File: src/rtl/count_event_tracker_pkg.sv
// rtl/count_event_tracker_pkg.sv - shared types and defaults for the count event tracker
package count_event_tracker_pkg;

  localparam int DEF_CNT_W       = 4;
  localparam int DEF_WRAP_W      = 8;
  localparam int DEF_HOLD_CYCLES = 4;

  typedef enum logic [1:0] {
    IDLE  = 2'd0,
    ARMED = 2'd1,
    HOLD  = 2'd2
  } state_t;

endpackage

File: src/rtl/count_event_tracker_sat_counter.sv
// rtl/count_event_tracker_sat_counter.sv - saturating up counter with sync clear
module sat_counter #(
  parameter int WIDTH = 8
) (
  input  logic             clk,
  input  logic             reset,
  input  logic             inc,
  input  logic             clr,
  output logic [WIDTH-1:0] count
);

  always_ff @(posedge clk or negedge reset) begin
    if (!reset) begin
      count <= '0;
    end else if (clr) begin
      count <= '0;
    end else if (inc && (count != {WIDTH{1'b1}})) begin
      count <= count + 1'b1;
    end
  end

endmodule

File: src/rtl/count_event_tracker.sv
// rtl/count_event_tracker.sv - step/wrap checker and arm-match-hold trigger for a counter stream
module count_event_tracker
  import count_event_tracker_pkg::*;
#(
  parameter int CNT_W       = DEF_CNT_W,
  parameter int WRAP_W      = DEF_WRAP_W,
  parameter int HOLD_CYCLES = DEF_HOLD_CYCLES
) (
  input  logic              clk,
  input  logic              reset,
  input  logic [CNT_W-1:0]  cnt_in,
  input  logic              cnt_vld,
  input  logic              arm,
  input  logic [CNT_W-1:0]  target,
  input  logic              clr,
  output logic              wrap_pulse,
  output logic [WRAP_W-1:0] wraps,
  output logic              step_err,
  output logic              match_pulse,
  output logic              trig,
  output logic              busy
);

  localparam int HC_W = (HOLD_CYCLES > 1) ? $clog2(HOLD_CYCLES) : 1;
  localparam logic [HC_W-1:0] HOLD_LAST = HC_W'(HOLD_CYCLES - 1);

  logic [CNT_W-1:0] prev_cnt, prev_n, prev_inc;
  logic             seen, seen_n;
  logic             wrap_hit, err_hit;

  logic [CNT_W-1:0] tgt_q, tgt_n;
  logic [HC_W-1:0]  hold_cnt, hold_n;
  state_t           state, state_n;
  logic             match_n;

  assign prev_inc = prev_cnt + 1'b1;

  // Step checker: the first valid sample after reset/clr only seeds prev_cnt.
  always_comb begin
    prev_n   = prev_cnt;
    seen_n   = seen;
    wrap_hit = 1'b0;
    err_hit  = 1'b0;
    if (clr) begin
      seen_n = 1'b0;
    end else if (cnt_vld) begin
      prev_n = cnt_in;
      seen_n = 1'b1;
      if (seen && (cnt_in != prev_cnt)) begin
        if (cnt_in == prev_inc) begin
          wrap_hit = (prev_cnt == {CNT_W{1'b1}});
        end else begin
          err_hit = 1'b1;
        end
      end
    end
  end

  always_ff @(posedge clk or negedge reset) begin
    if (!reset) begin
      prev_cnt   <= '0;
      seen       <= 1'b0;
      step_err   <= 1'b0;
      wrap_pulse <= 1'b0;
    end else begin
      prev_cnt   <= prev_n;
      seen       <= seen_n;
      step_err   <= clr ? 1'b0 : (step_err | err_hit);
      wrap_pulse <= wrap_hit;
    end
  end

  sat_counter #(
    .WIDTH (WRAP_W)
  ) u_wraps (
    .clk   (clk),
    .reset (reset),
    .inc   (wrap_hit),
    .clr   (clr),
    .count (wraps)
  );

  // Matcher FSM; arm is only honoured from IDLE so tgt_q is stable while armed or holding.
  always_comb begin
    state_n = state;
    hold_n  = hold_cnt;
    tgt_n   = tgt_q;
    match_n = 1'b0;
    if (clr) begin
      state_n = IDLE;
      hold_n  = '0;
    end else begin
      case (state)
        IDLE: begin
          if (arm) begin
            state_n = ARMED;
            tgt_n   = target;
          end
        end
        ARMED: begin
          if (cnt_vld && (cnt_in == tgt_q)) begin
            state_n = HOLD;
            match_n = 1'b1;
            hold_n  = HOLD_LAST;
          end
        end
        HOLD: begin
          if (hold_cnt == '0) begin
            state_n = IDLE;
          end else begin
            hold_n = hold_cnt - 1'b1;
          end
        end
        default: begin
          state_n = IDLE;
          hold_n  = '0;
        end
      endcase
    end
  end

  always_ff @(posedge clk or negedge reset) begin
    if (!reset) begin
      state       <= IDLE;
      hold_cnt    <= '0;
      tgt_q       <= '0;
      match_pulse <= 1'b0;
      trig        <= 1'b0;
      busy        <= 1'b0;
    end else begin
      state       <= state_n;
      hold_cnt    <= hold_n;
      tgt_q       <= tgt_n;
      match_pulse <= match_n;
      trig        <= (state_n == HOLD);
      busy        <= (state_n != IDLE);
    end
  end

endmodule
File: config.mk
export PLATFORM = sky130hd
export DESIGN_NAME = count_event_tracker
export DESIGN_NICKNAME = d
export VERILOG_FILES = /design/src/rtl/count_event_tracker_pkg.sv /design/src/rtl/count_event_tracker_sat_counter.sv /design/src/rtl/count_event_tracker.sv
export SDC_FILE = /design/constraint.sdc
export NUM_CORES = 1
export LEC_CHECK = 0
export BUFFER_PORTS_ARGS = -buffer_cell sky130_fd_sc_hd__buf_4
export CAP_MARGIN = 30
export CORE_MARGIN = 3
export CORE_UTILIZATION = 49
export CTS_CLUSTER_SIZE = 20
export DETAILED_ROUTE_END_ITERATION = 10
export PLACE_DENSITY_LB_ADDON = 0.3
export SLEW_MARGIN = 20
export SYNTH_ARGS = -nofsm -noshare
export SYNTH_HDL_FRONTEND = slang
export SYNTH_HIERARCHICAL = 1
export SYNTH_SLANG_ARGS = --single-unit
File: constraint.sdc
create_clock -name clk -period 2.5 [get_ports clk]
set_input_delay 0.375 -clock clk [delete_from_list [all_inputs] [get_ports clk]]
set_output_delay 0.375 -clock clk [all_outputs]
set_load 0.01 [all_outputs]
==> impl_metrics.env, run 1 <==
export IMPL_dp_hpwl_mm=2.430
export IMPL_synth_xor_area_share_pct=6.592
export IMPL_placeableCoreArea_sq_um=2805
export IMPL_vias=1170
export IMPL_fin_cells=201
export IMPL_violations="setup timing"
export IMPL_multiInputGateArea_sq_um=830.8
export IMPL_finalSetupViolCount=1
export IMPL_path_cells="ha_4 -> xor2_2 -> or4_4 -> nor3_4 -> buf_4 -> nand4_1 -> a21oi_2 -> mux2_4"
export IMPL_grt_max_degree=27
export IMPL_r2r_setup_slack_ns=-0.004
export IMPL_fin_ws_ns=-0.004378
export IMPL_dr_pass1_iters=4
export IMPL_leakage_nw=0.8164
export IMPL_path_max_fanout=4
export IMPL_syn2layout_area_growth_pct=24.40
export IMPL_finalMaxSlewViolations=0
export IMPL_slowest_delay_ns=0.50
export IMPL_place_inst=195
export IMPL_setup_worst_path_class="reg2reg"
export IMPL_hold_depth=2
export IMPL_hold_violations=0
export IMPL_first_global_vias=1206
export IMPL_r2r_start="prev_cnt[1]$_DFFE_PN0P_"
export IMPL_drive_gt1_share_pct=30.00
export IMPL_critPathSlowestCell="or4_4"
export IMPL_ant_nets=0
export IMPL_cp_top_family="simple AND/OR/NAND/NOR gates"
export IMPL_synth_edff_count=0
export IMPL_synth_area_sq_um=1461
export IMPL_rows=19
export IMPL_die_w_um=60.61
export IMPL_ys_ff_latch=26
export IMPL_yosysWarnings=6
export IMPL_final_nets=191
export IMPL_numCtsBuffers=3
export IMPL_avgSynthCellArea_sq_um=10.51
export IMPL_synth_compound_area_share_pct=9.418
export IMPL_yosysUniqueCellTypes=42
export IMPL_gp_congestion=0.8386
export IMPL_async_flop_share_pct=100.0
export IMPL_max_cap_violations=0
export IMPL_cp_end_kind="flop"
export IMPL_min_period_over_period_pct=100.2
export IMPL_slew_headroom_pct=72.16
export IMPL_cts_max_path_buffers=2
export IMPL_htree_levels=1
export IMPL_drc_errors=0
export IMPL_insertion_delay_ns=0.33
export IMPL_status="finished, violations left"
export IMPL_synth_top_family_by_area="simple AND/OR/NAND/NOR gates"
export IMPL_min_period_ns=2.504
export IMPL_ios=26
export IMPL_path_buf_inv=1
export IMPL_syn_inst=139
export IMPL_synth_top_flop_cell="dfrtp_1"
export IMPL_first_iter_violations=80
export IMPL_synth_simple_area_share_pct=20.80
export IMPL_cts_tree="done"
export IMPL_clk_pin_slew_worst_paths_ns=0.14
export IMPL_grt_pass1_wl_mm=5.257
export IMPL_power_density_nw_per_um2=501.4
export IMPL_antenna_found_initial=0
export IMPL_synth_adder_area_share_pct=5.993
export IMPL_hold_slack_ns=0.2667
export IMPL_drt_vias_per_instance=5.821
export IMPL_worst_slew_pin_transition_ns=0.4140
export IMPL_die_y_um=60.61
export IMPL_hp_start="target[0]"
export IMPL_finalPower_mw=0.9116
export IMPL_muxShareOfSynthArea_pct=9.760
export IMPL_register_area_sq_um=650.6
export IMPL_syn_num_nets=159
export IMPL_port_buffers=25
export IMPL_grt_overflow=0
export IMPL_r2r_end="u_wraps/count[3]$_DFFE_PN0P_"
export IMPL_start_util_pct=52.10
export IMPL_skew_ns=0.006217
export IMPL_cts_root_buf="clkbuf_4"
export IMPL_min_path_type="in2reg"
export IMPL_worst_ep_required_time_ns=2.73
export IMPL_r2r_cells=8
export IMPL_cts_sinks=26
export IMPL_cp_data_arrival_time_ns=2.73
export IMPL_synth_seq_area_share_pct=44.52
export IMPL_fillers=229
export IMPL_vdd_drop_max_v=0.0002863
export IMPL_max_clock_freq_mhz=399.3
export IMPL_cp_start_kind="flop"
export IMPL_grt_use_total_pct=19.04
export IMPL_wl_per_cell_um=16.37
export IMPL_grt_setup_unrepaired="yes"
export IMPL_min_to="tgt_q[0]$_DFFE_PN0P_"
export IMPL_die_area_sq_um=3674
export IMPL_wl_mm=3.291
export IMPL_diodes=0
## cell usage in the layout, fill, tap and decap left out, types with 2 or more instances in the layout
| cell | count |
|---|---|
| o21ai_0 | 3 |
| mux2_2 | 5 |
| a21oi_1 | 4 |
| nor2b_1 | 9 |
| mux2_1 | 4 |
| clkbuf_4 | 3 |
| xor2_1 | 5 |
| nand4_1 | 2 |
| dfrtp_1 | 26 |
| o31ai_1 | 2 |
| inv_1 | 8 |
| buf_4 | 28 |
| nor2_1 | 7 |
| nand2_1 | 2 |
| mux2i_1 | 3 |
| nand2b_1 | 6 |
| a31oi_1 | 2 |
| xnor2_2 | 2 |
| nor3_1 | 6 |
| xnor2_1 | 3 |
| ha_1 | 6 |
| nand3_1 | 3 |
| nor4_1 | 2 |
| nand3_2 | 3 |
## synthesized netlist by cell type (all sizes together), types with 3 or more instances
cell type	number	area (sq um)
ha	7	87.58
a21oi	5	25.02
nor2	7	26.28
nand2b	6	37.54
nor2b	9	56.30
xnor2	5	43.79
xor2	6	52.55
inv	8	30.03
mux2i	3	30.03
o21ai	3	15.01
dfrtp	26	650.6
mux2	10	112.6
nand3	6	40.04
nor3	7	40.04
## cell type report
cell class	count	area share, %
clock buffer	4	1.996
inverter	8	1.652
multi-input combinational	102	45.70
sequential	26	35.79
tap	31	2.134
timing repair buffer	30	12.73
## kinds of logic (layout without fill, tap and decap cells)
family / after synthesis / after routing
AOI/OAI and AO/OA: 21 / 21
DFF: 26 / 26
buffers and inverters: 11 / 42
xor gates and xnor gates: 11 / 11
muxes: 13 / 13
and+or+nand+nor: 50 / 50
adders and majority gates: 7 / 7
## metal layers
layer / track usage, % / wire, um / up-vias
met5: 0 / 0 / -
met1: 21.85 / 1344 / 567
met4: 5.573 / 44 / 0
met3: 2.553 / 113 / 5
met2: 36.34 / 1789 / 31
li1: - / - / 567
## where the power goes
part / switching (mW) / internal (mW) / leakage [nW]
Clock: 0.124 / 0.0893 / 0.0210
Sequential: 0.0294 / 0.452 / 0.341
Combinational: 0.107 / 0.110 / 0.454
Total: 0.261 / 0.651 / 0.816
## how the worst max path moves through the flow
stage,start,endpoint,slack [ns],cells after the start
2_1_floorplan,prev_cnt[0]$_DFFE_PN0P_,u_wraps/count[7]$_DFFE_PN0P_,0.07,8
5_1_grt,prev_cnt[1]$_DFFE_PN0P_,u_wraps/count[3]$_DFFE_PN0P_,-0.07,8
3_3_place_gp,cnt_in[3],u_wraps/count[7]$_DFFE_PN0P_,0.05,8
4_1_cts,prev_cnt[0]$_DFFE_PN0P_,u_wraps/count[7]$_DFFE_PN0P_,0.05,7
3_5_place_dp,cnt_in[3],u_wraps/count[7]$_DFFE_PN0P_,-0.10,8
6_report,prev_cnt[1]$_DFFE_PN0P_,u_wraps/count[3]$_DFFE_PN0P_,-0.004,8
## what timing repair did
| action | CTS | global route |
|---|---|---|
| hold endpoints to repair | 26 | 0 |
| gates resized for setup | 1 | 10 |
| setup buffers | 0 | 1 |
| endpoints found under the setup margin | 1 | 3 |
| pin swaps | 1 | 3 |
| hold buffers | 1 | 0 |
## through the flow
step / utilization [%] / setup TNS, ns / area (sq um) / setup WS [ns]
after global routing: 64.81 / -0.07172 / 1818 / -0.07172
after CTS: 62.40 / 0 / 1750 / 0.05375
after detailed placement: 60.53 / -0.1830 / 1698 / -0.1037
final: 64.81 / -0.004378 / 1818 / -0.004378
after floorplan: - / 0 / 1461 / 0.07008
after global placement: 60.53 / 0 / 1698 / 0.05449
## flip-flops by register name (all words and copies together), names as in the netlist
signal         flops
hold_cnt           2
step_err           1
u_wraps/count      8
busy               1
wrap_pulse         1
tgt_q              4
trig               1
state              2
match_pulse        1
prev_cnt           4
seen               1
(Power assumes the default switching activity.)
==> run 2, diff against run 1 <==
CORE_UTILIZATION = 52   (was 49)
CTS_BUF_LIST = sky130_fd_sc_hd__clkbuf_4 sky130_fd_sc_hd__clkbuf_8   (was not set)
SETUP_SLACK_MARGIN = 0.05   (was not set)
==> impl_metrics.env, run 2 (synthesis results as in run 1) <==
export IMPL_status="complete, no violations"
export IMPL_cp_top_family="simple AND/OR/NAND/NOR gates"
export IMPL_multiInputGateArea_sq_um=800.8
export IMPL_die_area_sq_um=3483
export IMPL_pwr_share_clk_pct=20.4
export IMPL_worst_ep_required_time_ns=2.74
export IMPL_placeableCoreArea_sq_um=2567
export IMPL_fin_ws_ns=0.07732
export IMPL_start_util_pct=56.92
export IMPL_max_clock_freq_mhz=412.8
export IMPL_grt_pass1_wl_mm=4.940
export IMPL_seqPwrFrac_pct=56.2
export IMPL_rows=18
export IMPL_reg_top3="u_wraps/count x8, prev_cnt x4, tgt_q x4"
export IMPL_cp_start_kind="flop"
export IMPL_r2r_setup_slack_ns=0.08
export IMPL_leakage_nw=0.8052
export IMPL_vias=1172
export IMPL_wl_per_cell_um=14.73
export IMPL_largest_reg_flops=8
export IMPL_dp_hpwl_mm=2.185
export IMPL_setup_worst_path_class="reg2reg"
export IMPL_most_common_layout_cells="buf_4, dfrtp_1, nor2b_1"
export IMPL_max_cap_violations=0
export IMPL_swShare_pct=28.41
export IMPL_finalSetupViolCount=0
export IMPL_die_y_um=59.02
export IMPL_power_density_nw_per_um2=475.9
export IMPL_comb_power_share_pct=23.4
export IMPL_vdd_drop_max_v=0.0004122
export IMPL_path_buf_inv=0
export IMPL_drive_gt1_share_pct=28.24
export IMPL_drc_errors=0
export IMPL_finalMaxSlewViolations=0
export IMPL_path_cells="xnor2_2 -> xor2_1 -> or4_4 -> nor3_4 -> nand3_2 -> or3_1 -> a211oi_2"
export IMPL_ant_nets=0
export IMPL_fillers=203
export IMPL_numCtsBuffers=3
export IMPL_layout_commonest_cell="buf_4"
export IMPL_postPlaceCellArea_sq_um=1697
export IMPL_place_inst=194
export IMPL_critPathSlowestCell="or4_4"
export IMPL_grt_setup_unrepaired="no"
export IMPL_skew_ns=0.001298
export IMPL_cp_end_kind="flop"
export IMPL_cts_max_path_buffers=2
export IMPL_gp_congestion=0.7842
export IMPL_min_period_over_period_pct=96.91
export IMPL_port_buffers=25
export IMPL_path_max_fanout=5
export IMPL_finalPower_mw=0.8455
export IMPL_first_global_vias=1132
export IMPL_hold_violations=0
export IMPL_grt_overflow=0
export IMPL_final_nets=192
export IMPL_insertion_delay_ns=0.31
export IMPL_cts_tree="done"
export IMPL_die_w_um=59.02
export IMPL_register_area_sq_um=650.6
export IMPL_dr_pass1_iters=4
export IMPL_hold_slack_ns=0.2851
export IMPL_pre_cts_ws_ns=-0.02818
export IMPL_cts_root_buf="clkbuf_4"
export IMPL_clk_pin_slew_worst_paths_ns=0.13
export IMPL_p_int_mw=0.6053
export IMPL_drt_vias_per_instance=5.860
export IMPL_cts_sinks=26
export IMPL_min_path_type="in2reg"
export IMPL_final_cell_area_sq_um=1777
export IMPL_min_period_ns=2.423
export IMPL_slowest_delay_ns=0.55
export IMPL_slew_headroom_pct=74.05
export IMPL_antenna_found_initial=0
export IMPL_first_iter_violations=51
export IMPL_worst_slew_pin_transition_ns=0.3863
export IMPL_htree_levels=1
export IMPL_top_register="u_wraps/count"
export IMPL_wl_mm=2.945
export IMPL_grt_max_degree=27
export IMPL_fin_cells=200
export IMPL_syn2layout_area_growth_pct=21.58
export IMPL_grt_use_total_pct=18.57
export IMPL_p_switching_mw=0.2402
export IMPL_cp_data_arrival_time_ns=2.66
export IMPL_ios=26
export IMPL_diodes=0
## run 2: cell types whose count changed in the layout (fill, tap and decap cells not counted), sizes merged
cell,delta
clkbuf,-1
buf,+1
## run 2: power groups by stage
stage               clock [mW]  combinational, mW  sequential (mW)
floorplan                    0              0.121            0.483
global placement             0              0.182            0.480
detailed placement           0              0.189            0.482
CTS                      0.180              0.193            0.474
global route             0.202              0.219            0.480
finish                   0.172              0.198            0.476
## run 2: area by class of cell
| cell class | count | area share, % |
|---|---|---|
| Multi-Input combinational cell | 102 | 45.07 |
| Sequential cell | 26 | 36.62 |
| Timing Repair Buffer | 31 | 13.24 |
| Tap cell | 30 | 2.113 |
| Inverter | 8 | 1.690 |
| Clock buffer | 3 | 1.268 |
## run 2: path summary, 6_finish.rpt
kind	start	to	cells past startpoint
setup / recovery	prev_cnt[3]$_DFFE_PN0P_	u_wraps/count[7]$_DFFE_PN0P_	7
hold / removal	target[0]	tgt_q[0]$_DFFE_PN0P_	2
setup reg to reg	prev_cnt[3]$_DFFE_PN0P_	u_wraps/count[7]$_DFFE_PN0P_	7
hold reg to reg	step_err$_DFF_PN0_	step_err$_DFF_PN0_	2
max in group asynchronous	reset	state[1]$_DFF_PN0_	2
min in group asynchronous	reset	hold_cnt[0]$_DFFE_PN0P_	2
## run 2: what timing repair did
action                     CTS  global route
pin swaps                    1             6
buffers inserted             0             2
setup endpoints to repair    3             3
gates resized for setup      2             5
hold endpoints to repair    26             0
gates cloned                 0             0
hold buffers                 1             0
## run 2: per-layer routing
| layer | track usage [%] | share of wire, % |
|---|---|---|
| met1 | 23.49 | 41 |
| met2 | 32.02 | 52 |
| met3 | 2.179 | 5.0 |
| met4 | 7.767 | 2.0 |
| met5 | 0 | 0 |
## run 2: stage by stage
stage | TNS (ns) | utilization, %
CTS | 0 | 67.64
global route | 0 | 69.20
floorplan | 0 | -
global placement | 0 | 66.08
finish | 0 | 69.20
detailed placement | -0.07656 | 66.08
